[config.mk]
export PLATFORM = sky130hd
export DESIGN_NAME = uart_word_assembler
export DESIGN_NICKNAME = d
export VERILOG_FILES = /design/src/rtl/uart_word_assembler.sv
export SDC_FILE = /design/constraint.sdc
export NUM_CORES = 1
export LEC_CHECK = 0
export ABC_AREA = 1
export CORE_MARGIN = 2
export CORE_UTILIZATION = 54
export DETAILED_ROUTE_END_ITERATION = 10
export HOLD_SLACK_MARGIN = 0.08
export PLACE_DENSITY = 0.91
export SYNTH_ARGS = -nofsm -noshare
export SYNTH_HDL_FRONTEND = slang
export SYNTH_SLANG_ARGS = --single-unit
[constraint.sdc]
create_clock -name clk -period 4.9 [get_ports clk]
set_clock_uncertainty 0.15 [all_clocks]
set_input_delay 0.98 -clock clk [delete_from_list [all_inputs] [get_ports clk]]
set_output_delay 0.98 -clock clk [all_outputs]
set_load 0.02 [all_outputs]
[src/rtl/uart_word_assembler.sv]
//------------------------------------------------------------------------------
// Module      : uart_word_assembler
// Description : Packs UART bytes (LSB first) into memory words and writes them
//               to consecutive addresses 0..end_addr. Optional trailing XOR
//               checksum byte enabled by macro UART_WORD_CHECKSUM_EN.
// Revision    : 1.0 - initial release
//------------------------------------------------------------------------------
`default_nettype none

module uart_word_assembler #(
    parameter int WORD_WIDTH = 24,
    parameter int ADDR_WIDTH = 12,
    parameter int UART_WIDTH = 8
) (
    input  logic                  clk,
    input  logic                  rstN,
    input  logic                  startN,
    input  logic [ADDR_WIDTH-1:0] end_addr,
    input  logic                  new_byte,
    input  logic [UART_WIDTH-1:0] byte_in,
    output logic                  mem_wr_en,
    output logic [ADDR_WIDTH-1:0] mem_addr,
    output logic [WORD_WIDTH-1:0] mem_data,
    output logic                  busy,
    output logic                  done,
    output logic                  chk_err
);

    localparam int BYTES_PER_WORD = (WORD_WIDTH + UART_WIDTH - 1) / UART_WIDTH;
    localparam int c_CNT_W        = $clog2(BYTES_PER_WORD + 1);

    typedef enum logic [2:0] {
        IDLE    = 3'd0,
        COLLECT = 3'd1,
        WRITE   = 3'd2,
`ifdef UART_WORD_CHECKSUM_EN
        CHECK   = 3'd3,
`endif
        DONE    = 3'd4
    } state_t;

    state_t                r_state;
    state_t                w_stateNext;
    logic [ADDR_WIDTH-1:0] r_endAddr;
    logic [ADDR_WIDTH-1:0] r_addr;
    logic [c_CNT_W-1:0]    r_byteCnt;
    logic [WORD_WIDTH-1:0] r_word;
    logic [c_CNT_W-1:0]    w_slot;
    logic [WORD_WIDTH-1:0] w_placed;
    logic                  w_arm;
    logic                  w_take;
    logic                  w_lastAddr;

    assign w_lastAddr = (r_addr == r_endAddr);
    // A byte arriving during WRITE is the first byte of the following word.
    assign w_slot     = (r_state == WRITE) ? '0 : r_byteCnt;

    for (genvar gi = 0; gi < BYTES_PER_WORD; gi++) begin : g_byte
        for (genvar gb = 0; gb < UART_WIDTH; gb++) begin : g_bit
            if (gi * UART_WIDTH + gb < WORD_WIDTH) begin : g_keep
                assign w_placed[gi*UART_WIDTH+gb] =
                    (w_slot == c_CNT_W'(gi)) & byte_in[gb];
            end
        end
    end

`ifdef UART_WORD_CHECKSUM_EN
    logic [UART_WIDTH-1:0] r_csum;
    logic                  r_chkErr;
    logic                  w_csumCheck;
`endif

    always_ff @(posedge clk) begin
        if (!rstN) begin
            r_state <= IDLE;
        end else begin
            r_state <= w_stateNext;
        end
    end

    always_comb begin
        w_stateNext = r_state;
        w_arm       = 1'b0;
        w_take      = 1'b0;
        mem_wr_en   = 1'b0;
        busy        = 1'b0;
        done        = 1'b0;
`ifdef UART_WORD_CHECKSUM_EN
        w_csumCheck = 1'b0;
`endif
        case (r_state)
            IDLE, DONE: begin
                done = (r_state == DONE);
                if (!startN) begin
                    w_arm       = 1'b1;
                    w_stateNext = COLLECT;
                end
            end
            COLLECT: begin
                busy = 1'b1;
                if (new_byte) begin
                    w_take = 1'b1;
                    if (r_byteCnt == c_CNT_W'(BYTES_PER_WORD - 1)) begin
                        w_stateNext = WRITE;
                    end
                end
            end
            WRITE: begin
                busy      = 1'b1;
                mem_wr_en = 1'b1;
                if (w_lastAddr) begin
`ifdef UART_WORD_CHECKSUM_EN
                    w_csumCheck = new_byte;
                    w_stateNext = new_byte ? DONE : CHECK;
`else
                    w_stateNext = DONE;
`endif
                end else begin
                    w_take      = new_byte;
                    w_stateNext = (new_byte && BYTES_PER_WORD == 1) ? WRITE : COLLECT;
                end
            end
`ifdef UART_WORD_CHECKSUM_EN
            CHECK: begin
                busy = 1'b1;
                if (new_byte) begin
                    w_csumCheck = 1'b1;
                    w_stateNext = DONE;
                end
            end
`endif
            default: begin
                w_stateNext = IDLE;
            end
        endcase
    end

    always_ff @(posedge clk) begin
        if (!rstN) begin
            r_endAddr <= '0;
            r_addr    <= '0;
            r_byteCnt <= '0;
            r_word    <= '0;
        end else if (w_arm) begin
            r_endAddr <= end_addr;
            r_addr    <= '0;
            r_byteCnt <= '0;
            r_word    <= '0;
        end else if (r_state == WRITE && !w_lastAddr) begin
            r_addr    <= r_addr + ADDR_WIDTH'(1);
            r_byteCnt <= w_take ? c_CNT_W'(1) : '0;
            r_word    <= w_take ? w_placed : '0;
        end else if (w_take) begin
            r_byteCnt <= r_byteCnt + c_CNT_W'(1);
            r_word    <= r_word | w_placed;
        end
    end

`ifdef UART_WORD_CHECKSUM_EN
    always_ff @(posedge clk) begin
        if (!rstN) begin
            r_csum   <= '0;
            r_chkErr <= 1'b0;
        end else if (w_arm) begin
            r_csum   <= '0;
            r_chkErr <= 1'b0;
        end else begin
            if (w_take) begin
                r_csum <= r_csum ^ byte_in;
            end
            if (w_csumCheck) begin
                r_chkErr <= (byte_in != r_csum);
            end
        end
    end

    assign chk_err = r_chkErr;
`else
    assign chk_err = 1'b0;
`endif

    assign mem_addr = r_addr;
    assign mem_data = r_word;

endmodule

`default_nettype wire

==> results.md, run 1 <==
* Core Area at 5075 um^2
* Crit path max-delay family: buffers and inverters
* Multi-input logic area at between 1000 and 1500 um^2
* Cell row count at 26
* Total I/O pin count at 64
* Commonest non-fill, non-tap cells in the layout: nand2_1 (94), inv_1 (71), clkdlybuf4s50_1 (62)
* Initial Utilization at 55.35%
* Synthesized area at 2809 um^2
* Fillcell total at 418
* Period minus WS final at 3196 ps
* Static Leak at around 1.4 nW
* Post_cts resized at 0
* Maxcap violations at 0
* Endpoints failing setup at 0
* Final ANT Viol Nets at 0
* Vias in the first global route at roughly 2500
* Synth Net Count at 446
* Non-Filler Instances at 544
* 1st-iter DRT viols at 259
* DIE AREA at roughly 5800 um^2
* Post-CTS Hold Fix Bufs at 0
* Vias/cell at 5.160
* First-pass GRT wire length at about 11 mm
* Final WL at 6.875 mm
* Most numerous cell on the critical path: inv_1
* Crit path cell chain: clkdlybuf4s50_1 > inv_1 > nor2_1 > inv_1 > nor2_8 > inv_2 > a21oi_2
* Sequential share of the synthesized area at 37.77%
* CP Buf/Inv Count at 4
* Layout cells sized above 1 at 6.751%
* FF+latch area at about 1100 um^2
* Wire length per cell at ~13 um
* Worst Path Max Fanout at 14
* Critical path class: primary input to flop
* Pre-Repair DR Iteration Count at 5
* Grt ovf at 0
* Fin. Hold Viols at 0
* Worst Path Required at 5000 ps
* Avg Cell Area, Syn at 6.688 um^2
* Final nets at 500
* Largest net degree at the start of global routing at 29
* Setup repair bufs after CTS at 0
* Hold_ws at 307.1 ps
* Clock slew at reported path FFs at 90 ps
* Crit share post-route at 65.22%
* Peak VDD IR at between 0.0002 and 0.00025 V
* CTS root buffer: clkbuf_8
* Worst Max-Slew Pin Slew at 912.1 ps
* Min-Delay Path Class: flop to flop
* Crit. End Element: flop
* Syn Inst Count at between 400 and 500
* TritonCTS clock tree: yes
* Global Route Usage Sum at 23.69%
* Slew Limit Fails at 0
* Crit path DAT at approximately 3300 ps
* Netlist cell types at 28
* Placed insts at 537
* Slew headroom at 39.19%
* Vias at 2807
* Residual DRC at 0
* Detail Placement HPWL at ~5 mm
* Power Total at 1.126 mW
* Initial antenna violation count at 0
* # diodes at 0
* Die Ht at around 76 um
* Syn. warnings at 0
* Critical Path Slowest Stage Cell: clkdlybuf4s50_1
* Power density cells at 320.0 nW/um^2
* Crit start category: primary input
* Worst-case clock buffer depth at 2
* H-tree depth at 2
* Commonest non-fill, non-tap cell in the layout: nand2_1
* Fmax at 312.9 MHz
* FF+latch count, synth at 53
* Setup TNS at 0 ps
* Cts bufs inserted at 5
* Clk Latency, worst-skew pair at 310 ps
* Status: finished clean
* Port bufs at 62
* CP peak stage delay at 670 ps
* CTS sink cnt at 53
* Final GP Congestion at roughly 0.86
* Unrepaired setup endpoints after global routing: no
* Synth-to-layout area growth at 25.30%
* Die Wd at 76.13 um
==> stage by stage <==
stage / area, um^2 / utilization (%) / setup slack [ps]
after global routing: 3520 / 69.35 / 1499
after global placement: 3433 / 67.65 / 1530
after CTS: 3520 / 69.35 / 1724
final: 3520 / 69.35 / 1704
after detailed placement: 3433 / 67.65 / 1385
after floorplan: 2809 / - / 2747
==> worst register-to-register path, cell delays in order, from the launching register on <==
cell and delay (ps):
dfxtp_1 340, nor2_1 160, inv_1 100, nor2_1 370
nor2_1 280, inv_1 460, nor2_8 80, inv_2 280
a21oi_1 70
==> layout make-up <==
class                      count  share of cell area (%)
multi-input combinational    272                   38.68
sequential                    53                   30.15
timing repair buffer          62                   17.63
inverter                      80                   8.603
tap                           70                   2.488
clock buffer                   7                   2.453
==> flip-flops by register name, indices dropped and copies added (netlist names) <==
signal	cells
mem_data	24
mem_addr	12
r_endAddr	12
r_state	3
r_byteCnt	2
==> where the power goes <==
part / internal (mW) / switching, mW / leakage, nW
clock network: 0.112 / 0.141 / 0.0443
registers: 0.469 / 0.0271 / 0.431
logic: 0.135 / 0.241 / 0.934
==> path summary, 6_finish.rpt <==
path                      from           end  slack (ps)  depth (start not counted)
setup / recovery          rstN  mem_data[14]        1700                          7
hold / removal    mem_data[12]  mem_data[12]         310                          2
setup reg to reg    r_state[0]  mem_data[12]        2480                          8
hold reg to reg   mem_data[12]  mem_data[12]         310                          2
==> synthesized netlist by cell type <==
master,number,share of area (%)
o211ai_1,9,2.4
inv_4,1,0.22
inv_2,8,1.1
nor2_2,3,0.67
buf_2,4,0.71
o21ai_1,2,0.36
o21ai_0,21,3.7
a21oi_2,10,3.1
ha_1,2,0.89
buf_6,1,0.40
nand2_8,1,0.71
o21ai_2,1,0.31
inv_1,71,9.5
dfxtp_1,53,38
nor2_8,1,0.71
xnor2_1,9,2.8
nor2_1,49,6.5
nand2_1,94,13
xor2_1,4,1.2
nand3_1,21,3.7
buf_4,4,1.1
a21oi_1,34,6.1
conb_1,1,0.13
clkbuf_1,6,0.80
nand3b_1,1,0.27
nor3_1,5,0.89
nand4_1,3,0.67
nand3_4,1,0.62
==> cell families (layout without fill, tap and decap cells) <==
group                      count (synthesis)  after routing  share of synthesized area [%]
DFF                                       53             53                          37.77
other                                      1              1                         0.1335
and+or+nand+nor                          179            179                          27.39
buffers and inverters                     95            149                          13.76
AOI/OAI and AO/OA                         77             77                          15.99
xor gates and xnor gates                  13             13                          4.053
adders and majority gates                  2              2                         0.8907
==> metal layers <==
layer  routed length (um)  GRT usage (%)  vias to the layer above
li1                     -              -                     1401
met1                 3019          29.75                     1293
met2                 3323          40.27                       99
met3                  423          5.332                       14
met4                  108          8.182                        0
met5                    0              0                        -
(Power assumes the default switching activity.)
==> run 2: changes to the inputs <==
--- a/config.mk
+++ b/config.mk
@@ -7,10 +7,10 @@
 export LEC_CHECK = 0
 export ABC_AREA = 1
 export CORE_MARGIN = 2
-export CORE_UTILIZATION = 54
+export CORE_UTILIZATION = 50
 export DETAILED_ROUTE_END_ITERATION = 10
 export HOLD_SLACK_MARGIN = 0.08
-export PLACE_DENSITY = 0.91
+export PLACE_DENSITY = 0.86
 export SYNTH_ARGS = -nofsm -noshare
 export SYNTH_HDL_FRONTEND = slang
 export SYNTH_SLANG_ARGS = --single-unit
==> constraint.sdc (replaced) <==
create_clock -name clk -period 3.3 [get_ports clk]
set_clock_uncertainty 0.15 [all_clocks]
set_input_delay 0.66 -clock clk [delete_from_list [all_inputs] [get_ports clk]]
set_output_delay 0.66 -clock clk [all_outputs]
set_load 0.02 [all_outputs]
==> run 2 against run 1 <==
Effect of this change: first-iteration DRC count grew 17%; wire length grew 0.16%; clock power grew 84%; combinational power grew 54%; non-clock buffer count grew 6; global-route usage shrank 0.29 points; highest routed layer unchanged.
==> results.md, run 2 (same netlist as run 1, synthesis figures left out) <==
* Status: finished clean
* Crit path max-delay family: buffers and inverters
* Most numerous cell on the critical path: inv_2
* Power density cells at 496.3 nW/um^2 (+55%)
* CTS sink cnt at 53 (unchanged)
* Worst Path Max Fanout at 9 (-5)
* Grt ovf at 0 (unchanged)
* Initial Utilization at 51.33% (-4.0 points)
* Setup repair bufs after CTS at 0 (unchanged)
* DIE AREA at 6233 um^2 (+7.6%)
* Die Wd at 78.95 um (+3.7%)
* Post-CTS Hold Fix Bufs at 0 (unchanged)
* Maxcap violations at 0 (unchanged)
* Worst Path Required at 2490 ps (-2510 ps)
* Pre-Repair DR Iteration Count at 4 (-1)
* Wire length per cell at 12.45 um (-1.5%)
* 1st-iter DRT viols at 302 (+17%)
* Cell row count at 27 (+3.8%)
* Post_cts resized at 0 (unchanged)
* Vias in the first global route at 2555 (+2.0%)
* Unrepaired setup endpoints after global routing: no
* Endpoints failing setup at 0 (unchanged)
* Commonest non-fill, non-tap cell in the layout: nand2_1
* Static Leak at 1.451 nW (+3.0%)
* Crit start category: flop
* Max FFs per register at 24 (unchanged)
* Port bufs at 62 (unchanged)
* Fillcell total at 476 (+14%)
* Critical path class: flop to output pin
* Peak VDD IR at 0.0003101 V (+32%)
* R2R Setup Slk at 1130 ps (-1350 ps)
* Final ANT Viol Nets at 0 (unchanged)
* Period minus WS final at roughly 2600 ps
* Reg2Reg Depth at 10 (+2)
* Fmax at 381.8 MHz
* Cts bufs inserted at 5 (unchanged)
* Vias at 2793 (-0.50%)
* Crit path cell chain: inv_2 > nand3_1 > inv_2 > clkdlybuf4s50_1
* Hold_ws at 309.6 ps (+2.505 ps)
* Setup crit end: mem_wr_en
* Total I/O pin count at 64 (unchanged)
* Commonest non-fill, non-tap cells in the layout: nand2_1 (94), inv_1 (71), clkdlybuf4s50_1 (62)
* Synth-to-layout area growth at 28.20%
* Layout cells sized above 1 at 8.316% (+1.6 points)
* Largest net degree at the start of global routing at 29 (unchanged)
* Fin. Hold Viols at 0 (unchanged)
* Clock slew at reported path FFs at 100 ps (about the same)
* Slew headroom at 35.79% (-3.4 points)
* First-pass GRT wire length at 11.60 mm (+1.9%)
* Worst Max-Slew Pin Slew at 956.7 ps (+44.68 ps)
* Setup TNS at 0 ps (unchanged)
* Crit path DAT at 1810 ps (-1480 ps)
* Detail Placement HPWL at 5.001 mm (+0.32%)
* Worst path depth at 4 (-3)
* Crit share post-route at 79.37%
* CP Buf/Inv Count at 3 (-1)
* Final nets at 506 (+1.2%)
* # diodes at 0 (unchanged)
* H-tree depth at 2 (unchanged)
* Critical R2R Launch: mem_addr[6]
* Final GP Congestion at 0.8327 (-3.6%)
* Core Area at 5473 um^2 (+7.8%)
* Residual DRC at 0 (unchanged)
* TritonCTS clock tree: yes
* Critical Path Slowest Stage Cell: clkdlybuf4s50_1
* Die Ht at 78.95 um (+3.7%)
* Crit. End Element: output pin
* CTS root buffer: clkbuf_8
* Min-Delay Path Class: flop to flop
* Clk Latency, worst-skew pair at 310 ps (about the same)
* CP peak stage delay at 670 ps (about the same)
* Final WL at 6.886 mm (+0.16%)
* Crit. Startpoint: r_state[2]
* Initial antenna violation count at 0 (unchanged)
* Worst-case clock buffer depth at 2 (unchanged)
* Slew Limit Fails at 0 (unchanged)
* Vias/cell at 5.051 (-2.1%)
* Global Route Usage Sum at 23.40% (-0.29 points)
* R2r endpoint: mem_data[3]
[run 2: changes by cell type in the layout (fill, tap and decap cells not counted), sizes merged]
cell / previous run / this run
buf: 0 / 6
clkbuf: 7 / 6
clkinvlp: 0 / 1
bufinv: 0 / 1
[run 2: layer usage]
| layer | up-vias | wire [um] | share of wire (%) | GRT usage [%] |
|---|---|---|---|---|
| met2 | 90 | 3390 | 49 | 38.55 |
| li1 | 1416 | - | - | - |
| met3 | 10 | 434 | 6.3 | 4.432 |
| met5 | - | 0 | 0 | 0 |
| met4 | 0 | 106 | 1.5 | 7.241 |
| met1 | 1277 | 2955 | 43 | 31.19 |
[run 2: report_power, final]
part / internal [mW] / total [mW] / leakage [nW] / switching [mW]
Sequential: 0.697 / 0.740 / 0.431 / 0.0423
Combinational: 0.219 / 0.582 / 0.963 / 0.363
Clock: 0.247 / 0.465 / 0.0574 / 0.219
Total: 1.16 / 1.79 / 1.45 / 0.624
[run 2: worst reg2reg max path: stages, from the launching register on]
cell and delay [ps]:
dfxtp_1 520, xnor2_1 160, nand2_1 80, nor2_2 200
nand3_4 170, nand2_8 210, o21ai_2 180, buf_4 230
nand2_1 90, inv_1 50, nor2_1 80
[run 2: final cells by class]
| type | count | area, um^2 | area share, % |
|---|---|---|---|
| Clock inverter | 2 | 37.54 | 1.042 |
| Inverter | 80 | 302.8 | 8.409 |
| Multi-Input combinational cell | 272 | 1361 | 37.80 |
| Timing Repair Buffer | 68 | 665.6 | 18.49 |
| Clock buffer | 6 | 82.58 | 2.293 |
| Tap cell | 72 | 90.09 | 2.502 |
| Sequential cell | 53 | 1061 | 29.47 |
[run 2: metrics by stage]
step,cell area (um^2),total power [mW],cells,setup WS (ps),util [%]
6_report,3601,1.787,553,680.8,65.80
5_1_grt,3601,1.894,553,570.0,65.80
4_1_cts,3601,1.789,553,675.5,65.80
3_5_place_dp,3481,1.327,545,746.3,63.60
3_3_place_gp,3481,1.305,545,814.0,63.60
2_1_floorplan,2809,1.152,420,1467,-
[run 2: worst min path at each step]
| stage | from | to | slack [ps] | depth (start not counted) |
|---|---|---|---|---|
| finish | mem_data[2] | mem_data[2] | 310 | 2 |
| global route | mem_data[0] | mem_data[0] | 340 | 2 |
| CTS | mem_data[2] | mem_data[2] | 310 | 2 |
| detailed placement | mem_data[2] | mem_data[2] | 290 | 2 |
| global placement | mem_data[12] | mem_data[12] | 290 | 2 |
| floorplan | r_endAddr[0] | r_endAddr[0] | 290 | 2 |
